[src/rtl/mul_issue_wb_ctrl_pkg.sv]
// Shared types and constants for the multiply issue/writeback controller
// and the pipelined multiplier it wraps.
package mul_pkg;
  localparam int XLEN        = 32;
  localparam int MUL_LATENCY = 4;
  localparam int TAG_W       = 5;

  typedef enum logic [1:0] {
    OP_MUL    = 2'b00,
    OP_MULH   = 2'b01,
    OP_MULHSU = 2'b10,
    OP_MULHU  = 2'b11
  } mul_op_e;

  // rs2 msb is all MULHSU needs to undo the signed treatment of rs2
  typedef struct packed {
    logic              vld;
    mul_op_e           op;
    logic [TAG_W-1:0]  rd;
    logic [XLEN-1:0]   rs1;
    logic              rs2_msb;
  } mul_tag_t;

  function automatic logic is_signed_op(input mul_op_e op);
    return (op == OP_MULH) || (op == OP_MULHSU);
  endfunction
endpackage

[src/rtl/mul_issue_wb_ctrl_if.sv]
// Issue, multiplier and writeback signals of the multiply controller.
interface mul_issue_wb_ctrl_if #(
  parameter int XLEN  = mul_pkg::XLEN,
  parameter int TAG_W = mul_pkg::TAG_W
);
  logic              flush_i;
  logic              issue_valid_i;
  logic              issue_ready_o;
  logic [1:0]        issue_op_i;
  logic [TAG_W-1:0]  issue_rd_i;
  logic [XLEN-1:0]   issue_rs1_i;
  logic [XLEN-1:0]   issue_rs2_i;
  logic              mul_start_o;
  logic              mul_signed_o;
  logic [XLEN-1:0]   mul_x_o;
  logic [XLEN-1:0]   mul_y_o;
  logic [2*XLEN-1:0] mul_product_i;
  logic              wb_valid_o;
  logic              wb_ready_i;
  logic [TAG_W-1:0]  wb_rd_o;
  logic [XLEN-1:0]   wb_data_o;

  modport slave (
    input  flush_i, issue_valid_i, issue_op_i, issue_rd_i, issue_rs1_i, issue_rs2_i,
           mul_product_i, wb_ready_i,
    output issue_ready_o, mul_start_o, mul_signed_o, mul_x_o, mul_y_o,
           wb_valid_o, wb_rd_o, wb_data_o
  );

  modport master (
    output flush_i, issue_valid_i, issue_op_i, issue_rd_i, issue_rs1_i, issue_rs2_i,
           mul_product_i, wb_ready_i,
    input  issue_ready_o, mul_start_o, mul_signed_o, mul_x_o, mul_y_o,
           wb_valid_o, wb_rd_o, wb_data_o
  );
endinterface

[src/rtl/mul_wb_fifo.sv]
// In-order result buffer; simultaneous push and pop is legal even when full.
module mul_wb_fifo #(
  parameter int DEPTH = 4,
  parameter int W     = 37
) (
  input  logic                   clk_i,
  input  logic                   rst_n_i,
  input  logic                   flush_i,
  input  logic                   push_i,
  input  logic [W-1:0]           data_i,
  input  logic                   pop_i,
  output logic                   valid_o,
  output logic [W-1:0]           data_o,
  output logic [$clog2(DEPTH):0] count_o
);
  localparam int AW = $clog2(DEPTH);
  localparam logic [AW:0] FULL_CNT = DEPTH[AW:0];

  logic [W-1:0]  mem_q [DEPTH];
  logic [AW-1:0] wptr_q, wptr_d, rptr_q, rptr_d;
  logic [AW:0]   cnt_q, cnt_d;
  logic          full, do_pop;

  assign full    = (cnt_q == FULL_CNT);
  assign valid_o = (cnt_q != '0);
  assign do_pop  = pop_i && valid_o;
  assign count_o = cnt_q;
  // Head is forced to zero when empty so stale entries never leak out
  assign data_o  = valid_o ? mem_q[rptr_q] : '0;

  always_comb begin
    wptr_d = wptr_q;
    rptr_d = rptr_q;
    cnt_d  = cnt_q;
    if (flush_i) begin
      wptr_d = '0;
      rptr_d = '0;
      cnt_d  = '0;
    end else begin
      if (push_i) wptr_d = wptr_q + AW'(1);
      if (do_pop) rptr_d = rptr_q + AW'(1);
      case ({push_i, do_pop})
        2'b10:   cnt_d = cnt_q + (AW+1)'(1);
        2'b01:   cnt_d = cnt_q - (AW+1)'(1);
        default: cnt_d = cnt_q;
      endcase
    end
  end

  always_ff @(posedge clk_i or negedge rst_n_i) begin
    if (!rst_n_i) begin
      wptr_q <= '0;
      rptr_q <= '0;
      cnt_q  <= '0;
    end else begin
      wptr_q <= wptr_d;
      rptr_q <= rptr_d;
      cnt_q  <= cnt_d;
    end
  end

  always_ff @(posedge clk_i) begin
    if (push_i && !flush_i) mem_q[wptr_q] <= data_i;
  end

  a_no_overflow: assert property (@(posedge clk_i) disable iff (!rst_n_i)
    !(push_i && !flush_i && full && !do_pop))
    else $error("mul_wb_fifo overflow");
endmodule

[src/rtl/mul_issue_wb_ctrl.sv]
// Issue/writeback controller around a fixed-latency pipelined multiplier;
// credits cover in-flight plus buffered results since the multiplier cannot stall.
module mul_issue_wb_ctrl #(
  parameter int XLEN       = mul_pkg::XLEN,
  parameter int LATENCY    = mul_pkg::MUL_LATENCY,
  parameter int TAG_W      = mul_pkg::TAG_W,
  parameter int FIFO_DEPTH = 4
) (
  input logic                clk_i,
  input logic                rst_n_i,
  mul_issue_wb_ctrl_if.slave bus
);
  localparam int CW  = $clog2(LATENCY + FIFO_DEPTH + 1);
  localparam int FCW = $clog2(FIFO_DEPTH) + 1;

  mul_pkg::mul_tag_t tag_q [LATENCY];
  mul_pkg::mul_tag_t tail;
  mul_pkg::mul_op_e  issue_op;
  logic              fire, push, pop, fifo_vld;
  logic [CW-1:0]     inflight, credits;
  logic [FCW-1:0]    fifo_cnt;
  logic [XLEN-1:0]   prod_lo, prod_hi, res;
  logic [TAG_W+XLEN-1:0] head;

  always_comb begin
    inflight = '0;
    for (int i = 0; i < LATENCY; i++) inflight = inflight + CW'(tag_q[i].vld);
    credits = inflight + CW'(fifo_cnt);
  end

  assign issue_op          = mul_pkg::mul_op_e'(bus.issue_op_i);
  assign bus.issue_ready_o = rst_n_i && !bus.flush_i && (credits < CW'(FIFO_DEPTH));
  assign fire              = bus.issue_valid_i && bus.issue_ready_o;
  assign bus.mul_start_o   = fire;
  assign bus.mul_signed_o  = mul_pkg::is_signed_op(issue_op);
  assign bus.mul_x_o       = bus.issue_rs1_i;
  assign bus.mul_y_o       = bus.issue_rs2_i;

  always_ff @(posedge clk_i or negedge rst_n_i) begin
    if (!rst_n_i) begin
      for (int i = 0; i < LATENCY; i++) tag_q[i] <= '0;
    end else begin
      tag_q[0] <= '{vld: fire, op: issue_op, rd: bus.issue_rd_i,
                    rs1: bus.issue_rs1_i, rs2_msb: bus.issue_rs2_i[XLEN-1]};
      for (int i = 1; i < LATENCY; i++) tag_q[i] <= tag_q[i-1];
      if (bus.flush_i)
        for (int i = 0; i < LATENCY; i++) tag_q[i].vld <= 1'b0;
    end
  end

  assign tail    = tag_q[LATENCY-1];
  assign prod_lo = bus.mul_product_i[XLEN-1:0];
  assign prod_hi = bus.mul_product_i[2*XLEN-1:XLEN];

  // Multiplier ran signed x signed for MULHSU; adding rs1 re-weights a negative rs2 as unsigned
  always_comb begin
    res = prod_hi;
    case (tail.op)
      mul_pkg::OP_MUL:    res = prod_lo;
      mul_pkg::OP_MULHSU: res = prod_hi + (tail.rs2_msb ? tail.rs1 : '0);
      default:            res = prod_hi;
    endcase
  end

  assign push = tail.vld && !bus.flush_i;
  assign pop  = fifo_vld && bus.wb_ready_i;

  mul_wb_fifo #(.DEPTH(FIFO_DEPTH), .W(TAG_W + XLEN)) u_fifo (
    .clk_i   (clk_i),
    .rst_n_i (rst_n_i),
    .flush_i (bus.flush_i),
    .push_i  (push),
    .data_i  ({tail.rd, res}),
    .pop_i   (pop),
    .valid_o (fifo_vld),
    .data_o  (head),
    .count_o (fifo_cnt)
  );

  assign bus.wb_valid_o = fifo_vld;
  assign bus.wb_rd_o    = head[TAG_W+XLEN-1:XLEN];
  assign bus.wb_data_o  = head[XLEN-1:0];
endmodule
[src/flat_wrapper.sv]
// flat-port wrapper written by rule: the top's interface ports become plain ports
module mul_issue_wb_ctrl_flat 
#(
  parameter int XLEN       = mul_pkg::XLEN,
  parameter int LATENCY    = mul_pkg::MUL_LATENCY,
  parameter int TAG_W      = mul_pkg::TAG_W,
  parameter int FIFO_DEPTH = 4
)
  (clk_i, rst_n_i, bus_flush_i, bus_issue_valid_i, bus_issue_op_i, bus_issue_rd_i, bus_issue_rs1_i, bus_issue_rs2_i, bus_mul_product_i, bus_wb_ready_i, bus_issue_ready_o, bus_mul_start_o, bus_mul_signed_o, bus_mul_x_o, bus_mul_y_o, bus_wb_valid_o, bus_wb_rd_o, bus_wb_data_o);
  mul_issue_wb_ctrl_if #(.XLEN(XLEN), .TAG_W(TAG_W)) bus_i ();
  input logic clk_i;
  input logic rst_n_i;
  input wire logic [$bits(bus_i.flush_i)-1:0] bus_flush_i;
  input wire logic [$bits(bus_i.issue_valid_i)-1:0] bus_issue_valid_i;
  input wire logic [$bits(bus_i.issue_op_i)-1:0] bus_issue_op_i;
  input wire logic [$bits(bus_i.issue_rd_i)-1:0] bus_issue_rd_i;
  input wire logic [$bits(bus_i.issue_rs1_i)-1:0] bus_issue_rs1_i;
  input wire logic [$bits(bus_i.issue_rs2_i)-1:0] bus_issue_rs2_i;
  input wire logic [$bits(bus_i.mul_product_i)-1:0] bus_mul_product_i;
  input wire logic [$bits(bus_i.wb_ready_i)-1:0] bus_wb_ready_i;
  output wire logic [$bits(bus_i.issue_ready_o)-1:0] bus_issue_ready_o;
  output wire logic [$bits(bus_i.mul_start_o)-1:0] bus_mul_start_o;
  output wire logic [$bits(bus_i.mul_signed_o)-1:0] bus_mul_signed_o;
  output wire logic [$bits(bus_i.mul_x_o)-1:0] bus_mul_x_o;
  output wire logic [$bits(bus_i.mul_y_o)-1:0] bus_mul_y_o;
  output wire logic [$bits(bus_i.wb_valid_o)-1:0] bus_wb_valid_o;
  output wire logic [$bits(bus_i.wb_rd_o)-1:0] bus_wb_rd_o;
  output wire logic [$bits(bus_i.wb_data_o)-1:0] bus_wb_data_o;
  assign bus_i.flush_i = bus_flush_i;
  assign bus_i.issue_valid_i = bus_issue_valid_i;
  assign bus_i.issue_op_i = bus_issue_op_i;
  assign bus_i.issue_rd_i = bus_issue_rd_i;
  assign bus_i.issue_rs1_i = bus_issue_rs1_i;
  assign bus_i.issue_rs2_i = bus_issue_rs2_i;
  assign bus_i.mul_product_i = bus_mul_product_i;
  assign bus_i.wb_ready_i = bus_wb_ready_i;
  assign bus_issue_ready_o = bus_i.issue_ready_o;
  assign bus_mul_start_o = bus_i.mul_start_o;
  assign bus_mul_signed_o = bus_i.mul_signed_o;
  assign bus_mul_x_o = bus_i.mul_x_o;
  assign bus_mul_y_o = bus_i.mul_y_o;
  assign bus_wb_valid_o = bus_i.wb_valid_o;
  assign bus_wb_rd_o = bus_i.wb_rd_o;
  assign bus_wb_data_o = bus_i.wb_data_o;
  mul_issue_wb_ctrl #(.XLEN(XLEN), .LATENCY(LATENCY), .TAG_W(TAG_W), .FIFO_DEPTH(FIFO_DEPTH)) u_core (.clk_i(clk_i), .rst_n_i(rst_n_i), .bus(bus_i));
endmodule
[config.mk]
export PLATFORM = sky130hd
export DESIGN_NAME = mul_issue_wb_ctrl_flat
export DESIGN_NICKNAME = d
export VERILOG_FILES = /design/src/rtl/mul_issue_wb_ctrl_pkg.sv /design/src/rtl/mul_issue_wb_ctrl_if.sv /design/src/rtl/mul_wb_fifo.sv /design/src/rtl/mul_issue_wb_ctrl.sv /design/src/flat_wrapper.sv
export SDC_FILE = /design/constraint.sdc
export NUM_CORES = 1
export LEC_CHECK = 0
export CELL_PAD_IN_SITES_DETAIL_PLACEMENT = 2
export CELL_PAD_IN_SITES_GLOBAL_PLACEMENT = 2
export CORE_MARGIN = 3
export CORE_UTILIZATION = 39
export CTS_CLUSTER_DIAMETER = 60
export DETAILED_ROUTE_END_ITERATION = 10
export HOLD_SLACK_MARGIN = 0.1
export PLACE_DENSITY_LB_ADDON = 0.1
export SETUP_SLACK_MARGIN = 0.15
export SYNTH_ARGS = -nofsm -noshare
export SYNTH_HDL_FRONTEND = slang
export SYNTH_SLANG_ARGS = --single-unit
export TNS_END_PERCENT = 1
[constraint.sdc]
create_clock -name clk_i -period 6.35 [get_ports clk_i]
set_input_delay 0.635 -clock clk_i [delete_from_list [all_inputs] [get_ports clk_i]]
set_output_delay 0.635 -clock clk_i [all_outputs]
set_load 0.02 [all_outputs]
==> run metrics, run 1 <==
Leakage 6.326 nW; worst-path cell with the longest stage delay or4b_2; Sum Neg Setup Slack 0 ps; FF-to-FF Start u_core.tag_q[0]; filler instances 3164; register area 8727 sq um; clk slew on worst S/H paths 60 ps; CTS resizes 0; Rows 67; cell mode on critical path ha_1; Initial Util 39.93%; Tmin final 4141 ps; Slew Limit Fails 0; placed cell count 1474; DRC viols 0; Mapped Avg Cell Area 14.30 sq um; Setup crit start kind flip-flop; Max Clk Rate 241.5 MHz; htree depth 2; Commonest cells post-synth dfrtp_1, edfxtp_1, and2_1; Synth warnings 0; critical path arrival 3510 ps; GPL Wtd Cong 0.8346; register area share after synthesis 64.67%; Worst Tran Pin Value 1058 ps; Iter 0 DRT Violations 295; RSZ-0062 raised after global routing no; Final Instance Count excl. Fillers 1539; post-route ant nets 0; Worst EP required 5710 ps; area of the mapped netlist 13490 sq um; Port Buffers 182; Post-CTS Setup Bufs 0; io pins 245; CTS Buffer Depth 3; Final Skew 21.62 ps; number of flops mapped to enable cells by yosys 148; Synth Register Bits 319; Post-Syn Nets 1125; CTS Hold Bufs 1; Std-Cell Core Area 33780 sq um; Worst Path Max Fanout 3; global-route usage over all layers 18.92%; NumNets Final 1248; Cell Pwr Density 300.6 nW/um^2; Crit. End Element output pin; Worst VDD drop 198.6 uV; Worst Setup SP u_core.tag_q[122]; area of the multi-input gates 4060 sq um; clk_lat worst skew 520 ps; die area 36850 sq um; grt total ovfl 0; antenna cells 0; Slew headroom 29.45%; largest stage delay on the critical path 630 ps; DR vias/cell 5.131; Hold Startpoint u_core.tag_q[89]; share of layout cells above drive strength 1 10.82%; Worst Path Buf+Inv 1; largest delay contributor family on the critical path adder cells; Area Overhead vs Synth 22.23%; initial antenna violation count 0; DR WL/cell 22.22 um; chip height 192.0 um; TritonRoute pass-1 iters 4; most common cell in the netlist dfrtp_1; Hold Fails Final Rpt 0; count of cell types in the netlist 65; first-pass GRT wire length 53.19 mm; Final period util 65.22%; Synth Instances 943; # setup viols final 0; Synth area leaders edfxtp_1, dfrtp_1, mux4_2; CTS buffer count 37; worst-path cell chain ha_1, fa_1, ha_1, or4b_2, a311oi_1, and2_1, clkdlybuf4s50_1; drt total wl 34.19 mm; largest net degree at the start of global routing 84; HP Class reg2reg; via count 7896; Hold WS 345.6 ps; worst setup path class reg2out; die width 192.0 um; vias in the first global route 8939; clk root buf clkbuf_16; Yosys top cell by area edfxtp_1; Synth async-reset ratio 53.61%; ys flop type dfrtp_1; top cell type's share of synthesized area 32.95%; HPWL Detailed 24.47 mm; Sink Count 319; TritonCTS clock tree done; max_cap viols 0; run status completed
-- layout by cell type (no fill, tap or decap), types with 12 or more instances in the layout --
master,count
nor2_1,28
ha_1,39
o21ai_0,34
a21o_1,12
edfxtp_1,148
clkdlybuf4s50_1,181
a21oi_1,48
nand3_1,15
dfrtp_1,168
clkbuf_16,37
inv_1,14
xor2_1,14
mux4_2,37
mux2i_1,15
xnor2_1,12
nor3b_1,16
nand2_1,39
and2_1,71
-- final cells by class --
type | count | area share (%)
repair buffers | 190 | 11.45
multi-input cells | 504 | 24.62
flip-flops and latches | 319 | 52.93
clock buffers | 51 | 6.420
inverters | 14 | 0.3187
clock inverters | 13 | 0.8575
well taps | 448 | 3.400
-- flip-flops by register name, indices dropped and copies added, names as in the netlist --
name	cells
u_core.tag_q	164
u_core.u_fifo.count_o	3
u_core.u_fifo.mem_q	148
u_core.u_fifo.rptr_q	2
u_core.u_fifo.wptr_q	2
-- worst reg2reg max path, cell delays in order (launching register included) --
cell and delay [ps]:
dfrtp_1 900, and2_1 260, ha_1 200, inv_1 60
fa_1 400, and2b_1 230, o2111ai_1 170, a21oi_1 300
o21ai_1 180, xnor2_1 180, mux2i_1 90, o21ai_0 590
-- routing by layer --
metal,track usage [%],vias up,wire length [um]
li1,-,3615,-
met1,25.42,4035,15150
met2,32.08,189,16860
met3,3.431,57,1455
met4,4.539,0,731
met5,0,-,0
-- worst paths after layout --
| kind | slack [ps] | to | depth (start not counted) |
|---|---|---|---|
| max | 2210 | bus_mul_start_o | 7 |
| min | 350 | u_core.tag_q[48] | 0 |
| max reg2reg | 2500 | u_core.u_fifo.mem_q[2][12] | 11 |
| min reg2reg | 350 | u_core.tag_q[48] | 0 |
| max in group asynchronous | 4370 | u_core.tag_q[38] | 3 |
| min in group asynchronous | 600 | u_core.tag_q[160] | 2 |
-- power by group --
group | internal (mW) | switching [mW]
combinational | 0.277 | 0.342
clock | 1.25 | 0.815
sequential | 2.24 | 0.0323
total | 3.77 | 1.19
-- kinds of logic (layout without fill, tap and decap cells) --
group	after synthesis	in the layout	share of synthesized area [%]
flip-flops	319	319	64.67
AND/OR/NAND/NOR	229	229	9.498
XOR/XNOR	26	26	1.688
multiplexers	53	53	7.374
adder cells (fa/ha/maj)	42	42	4.063
AO/OA/AOI/OAI	154	154	7.439
buffers and inverters	120	268	5.269
-- per-stage QoR --
stage / setup WS [ps] / power [mW] / cell area (sq um) / util, %
after floorplan: 2927 / 2.675 / 13490 / -
after global placement: 2619 / 2.916 / 15280 / 45.22
after detailed placement: 2419 / 2.937 / 15280 / 45.22
after CTS: 2180 / 5.033 / 16490 / 48.81
after global routing: 2042 / 5.178 / 16490 / 48.81
final: 2209 / 4.956 / 16490 / 48.81
Power figures use the tool's default switching activity.
==> run 2: changes to the inputs <==
--- a/config.mk
+++ b/config.mk
@@ -8,7 +8,7 @@
 export CELL_PAD_IN_SITES_DETAIL_PLACEMENT = 2
 export CELL_PAD_IN_SITES_GLOBAL_PLACEMENT = 2
 export CORE_MARGIN = 3
-export CORE_UTILIZATION = 39
+export CORE_UTILIZATION = 36
 export CTS_CLUSTER_DIAMETER = 60
 export DETAILED_ROUTE_END_ITERATION = 10
 export HOLD_SLACK_MARGIN = 0.1
==> constraint.sdc (replaced) <==
create_clock -name clk_i -period 4.15 [get_ports clk_i]
set_input_delay 0.415 -clock clk_i [delete_from_list [all_inputs] [get_ports clk_i]]
set_output_delay 0.415 -clock clk_i [all_outputs]
set_load 0.02 [all_outputs]
==> run metrics, run 2 (synthesis gave the netlist of run 1 again) <==
run status completed; TritonRoute pass-1 iters 6 (+2); Sum Neg Setup Slack 0 ps (unchanged); HPWL Detailed 25.09 mm (+2.5%); largest stage delay on the critical path 660 ps (+30 ps); grt total ovfl 0 (unchanged); Setup crit start kind flip-flop; vias in the first global route 8858 (-0.91%); worst-path cell with the longest stage delay or4b_2; Tmin final 3934 ps; via count 7979 (+1.1%); clk slew on worst S/H paths 60 ps (about the same); Final period util 94.80%; TritonCTS clock tree done; initial antenna violation count 0 (unchanged); first-pass GRT wire length 54.00 mm (+1.5%); RSZ-0062 raised after global routing yes; Hold Path Depth 1 (+1); CP Depth 7 (unchanged); DR vias/cell 5.072 (-1.1%); max reg flops 164 (unchanged); final core utilization 45.28% (-3.5 points); Worst EP required 3730 ps (-1980 ps); Reg2Reg Capture Point u_core.u_fifo.mem_q[1][20]; register with the most flip-flops u_core.tag_q; NumNets Final 1261 (+1.0%); htree depth 2 (unchanged); Iter 0 DRT Violations 342 (+16%); Hold Fails Final Rpt 0 (unchanged); CTS Buffer Depth 3 (unchanged); Final Skew 21.30 ps (-0.3137 ps); GPL Wtd Cong 0.8287 (-0.71%); Port Buffers 182 (unchanged); worst r2r path cells 11 (unchanged); Std-Cell Core Area 36790 sq um (+8.9%); Leakage 6.399 nW (+1.1%); setup slack, reg-to-reg 530 ps (-1970 ps); most common cell after layout, fill and taps aside clkdlybuf4s50_1; DP Area 15410 sq um (+0.84%); DR WL/cell 22.18 um (-0.18%); max_cap viols 0 (unchanged); chip height 199.6 um (+4.0%); clk root buf clkbuf_16; largest net degree at the start of global routing 85 (+1.2%); share of layout cells above drive strength 1 11.95% (+1.1 points); antenna cells 0 (unchanged); DRC viols 0 (unchanged); Slew Limit Fails 0 (unchanged); largest delay contributor family on the critical path adder cells; post-route ant nets 0 (unchanged); Cell Pwr Density 460.7 nW/um^2 (+53%); die width 199.6 um (+4.0%); Hold Startpoint bus_issue_rd_i[0]; worst setup path class reg2out; io pins 245 (unchanged); Post-CTS Setup Bufs 0 (unchanged); global-route usage over all layers 17.88% (-1.0 points); HP Class in2reg; clk_lat worst skew 540 ps (+20 ps); die area 39830 sq um (+8.1%); Worst Tran Pin Value 997.8 ps (-60.47 ps); Max Clk Rate 254.2 MHz; Final Cell Area 16650 sq um (+1.0%); FF-to-FF Start u_core.tag_q[0]; drt total wl 34.89 mm (+2.0%); Sink Count 319 (unchanged); most frequent cells in the layout clkdlybuf4s50_1, dfrtp_1, edfxtp_1, and2_1, a21oi_1; cell mode on critical path ha_1; Rows 70 (+4.5%); critical path arrival 3520 ps (about the same); Hold Crit Endpoint u_core.tag_q[156]; CTS buffer count 38 (+2.7%); Worst Path Buf+Inv 1 (unchanged); Initial Util 36.67% (-3.3 points); worst-path cell chain ha_1, fa_1, ha_1, or4b_2, a311oi_2, and2_1, clkdlybuf4s50_1; Crit. End Element output pin; Area Overhead vs Synth 23.47%; Slew headroom 33.48% (+4.0 points); Worst Path Max Fanout 3 (unchanged); Worst VDD drop 288.6 uV (+45%); # setup viols final 0 (unchanged)
run 2: worst max-delay path by stage:
stage / slack, ps / end / from
global placement: 450 / u_core.u_fifo.mem_q[0][16] / u_core.tag_q[0]
detailed placement: 180 / u_core.u_fifo.mem_q[0][30] / u_core.tag_q[0]
floorplan: 950 / bus_mul_start_o / u_core.tag_q[122]
CTS: 170 / u_core.u_fifo.mem_q[0][30] / u_core.tag_q[0]
finish: 220 / bus_mul_start_o / u_core.tag_q[163]
global route: 80 / bus_mul_start_o / u_core.tag_q[163]
run 2: area by class of cell:
| type | count | area (sq um) |
|---|---|---|
| tap | 468 | 585.6 |
| clock inverter | 15 | 191.4 |
| clock buffer | 51 | 1040 |
| fill | 3587 | 20130 |
| timing repair buffer | 202 | 1991 |
| multi-input combinational | 504 | 4066 |
| sequential | 319 | 8728 |
| inverter | 14 | 52.55 |
run 2: power breakdown:
group	internal (mW)	switching [mW]	leakage [nW]
registers	3.42	0.0478	3.35
logic	0.431	0.525	2.46
clock network	1.96	1.28	0.592
total	5.82	1.85	6.40
run 2: layer usage:
layer	routed length [um]	GRT usage (%)
met3	1690	3.389
met1	15530	24.21
met5	0	0
met4	633	4.911
met2	17030	29.73
run 2: repair_timing:
item | CTS | global route
hold endpoints to repair | 31 | 0
resized for setup | 1 | 1
hold buffers | 1 | 0
endpoints found under the setup margin | 1 | 26
pin swaps | 0 | 0
run 2: through the flow:
step | setup slack [ps] | std cells | hold slack, ps | total power, mW
finish | 215.9 | 1573 | 313.4 | 7.672
detailed placement | 183.9 | 1506 | 335.8 | 4.503
global route | 81.32 | 1573 | 290.8 | 8.023
global placement | 454.4 | 1506 | 331.9 | 4.478
CTS | 169.6 | 1573 | 283.7 | 7.798
floorplan | 947.4 | 943 | 119.4 | 4.093
==> run 3: changes to the inputs <==
--- a/config.mk
+++ b/config.mk
@@ -7,12 +7,13 @@
 export LEC_CHECK = 0
 export CELL_PAD_IN_SITES_DETAIL_PLACEMENT = 2
 export CELL_PAD_IN_SITES_GLOBAL_PLACEMENT = 2
-export CORE_MARGIN = 3
+export CORE_MARGIN = 2
 export CORE_UTILIZATION = 36
 export CTS_CLUSTER_DIAMETER = 60
 export DETAILED_ROUTE_END_ITERATION = 10
 export HOLD_SLACK_MARGIN = 0.1
 export PLACE_DENSITY_LB_ADDON = 0.1
+export RECOVER_POWER = 25
 export SETUP_SLACK_MARGIN = 0.15
 export SYNTH_ARGS = -nofsm -noshare
 export SYNTH_HDL_FRONTEND = slang
==> run metrics, run 3 (synthesis gave the netlist of run 1 again) <==
# setup viols final 0 (unchanged); Initial Util 36.67% (unchanged); clk_lat worst skew 540 ps (about the same); CTS Buffer Depth 3 (unchanged); global-route usage over all layers 18.28% (+0.40 points); HPWL Detailed 25.05 mm (-0.14%); first-pass GRT wire length 53.74 mm (-0.47%); Worst EP required 3730 ps (about the same); Worst Path Max Fanout 3 (unchanged); post-route ant nets 0 (unchanged); Slew Limit Fails 0 (unchanged); clk slew on worst S/H paths 50 ps (about the same); die width 197.6 um (-1.0%); HP Class in2async; Leakage 6.366 nW (-0.51%); via count 7990 (+0.14%); most frequent cells in the layout dfrtp_1, edfxtp_1, clkdlybuf4s50_1, and2_1, a21oi_1; final core utilization 44.98% (-0.30 points); share of layout cells above drive strength 1 11.44% (-0.50 points); max reg flops 164 (unchanged); filler instances 3574 (-0.36%); register area 8728 sq um (unchanged); Max Clk Rate 255.4 MHz (+0.46%); clk root buf clkbuf_16; GPL Wtd Cong 0.8432 (+1.7%); run status completed; largest net degree at the start of global routing 84 (-1.2%); Std-Cell Core Area 36790 sq um (unchanged); drt total wl 34.54 mm (-0.99%); Crit. End Element output pin; DRC viols 0 (unchanged); placed cell count 1510 (+0.27%); Final Skew 28.29 ps (+6.984 ps); critical path arrival 3500 ps (-20 ps); grt total ovfl 0 (unchanged); initial antenna violation count 0 (unchanged); vias in the first global route 8884 (+0.29%); Area Overhead vs Synth 22.65%; Rows 70 (unchanged); Sink Count 319 (unchanged); RSZ-0062 raised after global routing yes; Final Instance Count excl. Fillers 1578 (+0.32%); TritonRoute pass-1 iters 4 (-2); Iter 0 DRT Violations 274 (-20%); Cell Pwr Density 445.7 nW/um^2 (-3.2%); io pins 245 (unchanged); NumNets Final 1264 (+0.24%); chip height 197.6 um (-1.0%); DR WL/cell 21.89 um (-1.3%); htree depth 2 (unchanged); Tmin final 3916 ps (-17.92 ps); register with the most flip-flops u_core.tag_q; Hold Fails Final Rpt 0 (unchanged); worst setup path class reg2out; Worst Tran Pin Value 986.1 ps (-11.78 ps); most common cell after layout, fill and taps aside dfrtp_1; Final period util 94.37% (-0.43 points); antenna cells 0 (unchanged); Sum Neg Setup Slack 0 ps (unchanged); DR vias/cell 5.063 (-0.18%); area of the multi-input gates 4060 sq um (-0.15%); Port Buffers 182 (unchanged); Worst VDD drop 272.5 uV (-5.6%); CTS buffer count 37 (-2.6%); Setup crit start kind flip-flop; die area 39030 sq um (-2.0%); Slew headroom 34.26% (+0.79 points); TritonCTS clock tree done; max_cap viols 0 (unchanged)
[run 3: metrics by stage]
step,power [mW],hold WS (ps),cell area (sq um),worst slack (ps)
2_1_floorplan,4.093,119.4,13490,947.4
3_3_place_gp,4.480,331.6,15420,561.5
3_5_place_dp,4.502,335.6,15420,285.7
4_1_cts,7.515,294.8,16540,172.3
5_1_grt,7.695,347.9,16540,64.54
6_report,7.374,333.6,16540,233.8
[run 3: power breakdown]
part | total [mW] | switching [mW] | internal (mW)
Combinational | 0.955 | 0.532 | 0.423
Sequential | 3.46 | 0.0405 | 3.42
Clock | 2.96 | 1.22 | 1.73
Total | 7.37 | 1.79 | 5.58
[run 3: critical path, cell delays in order (launching register included)]
cell and delay, ps:
dfrtp_1 380, ha_1 300, fa_1 370, ha_1 190, or4b_2 620, a311oi_1 320
and2_1 180, clkdlybuf4s50_1 600
[run 3: worst paths after layout]
| path | to | slack (ps) | startpoint | cells past startpoint |
|---|---|---|---|---|
| max | bus_mul_start_o | 230 | u_core.tag_q[122] | 7 |
| min | u_core.tag_q[160] | 330 | rst_n_i | 2 |
| max reg2reg | u_core.u_fifo.mem_q[1][24] | 560 | u_core.tag_q[0] | 11 |
| min reg2reg | u_core.tag_q[85] | 350 | u_core.tag_q[126] | 0 |
| max in group asynchronous | u_core.tag_q[73] | 1750 | rst_n_i | 4 |
| min in group clk_i | u_core.tag_q[85] | 350 | u_core.tag_q[126] | 0 |
[run 3: routing by layer]
metal / vias to the layer above / part of all wire, % / GRT usage, %
met2: 177 / 48 / 30.32
li1: 3657 / - / -
met1: 4112 / 46 / 24.77
met3: 44 / 3.5 / 2.834
met4: 0 / 2.0 / 5.709
met5: - / 0 / 0
[run 3: cell type report]
cell class                      instances  share of cell area (%)
Inverter                               14                  0.3176
Clock inverter                         11                  0.4386
Sequential cell                       319                   52.76
Tap cell                              468                   3.539
Clock buffer                           56                   6.269
Timing Repair Buffer                  206                   12.14
Multi-Input combinational cell        504                   24.54
[run 3: what timing repair did]
action / CTS / global route
setup endpoints to repair: 0 / 5
endpoints found under the hold margin: 31 / 0
buffers inserted: 0 / 0
resized for setup: 0 / 1
hold buffers: 1 / 0
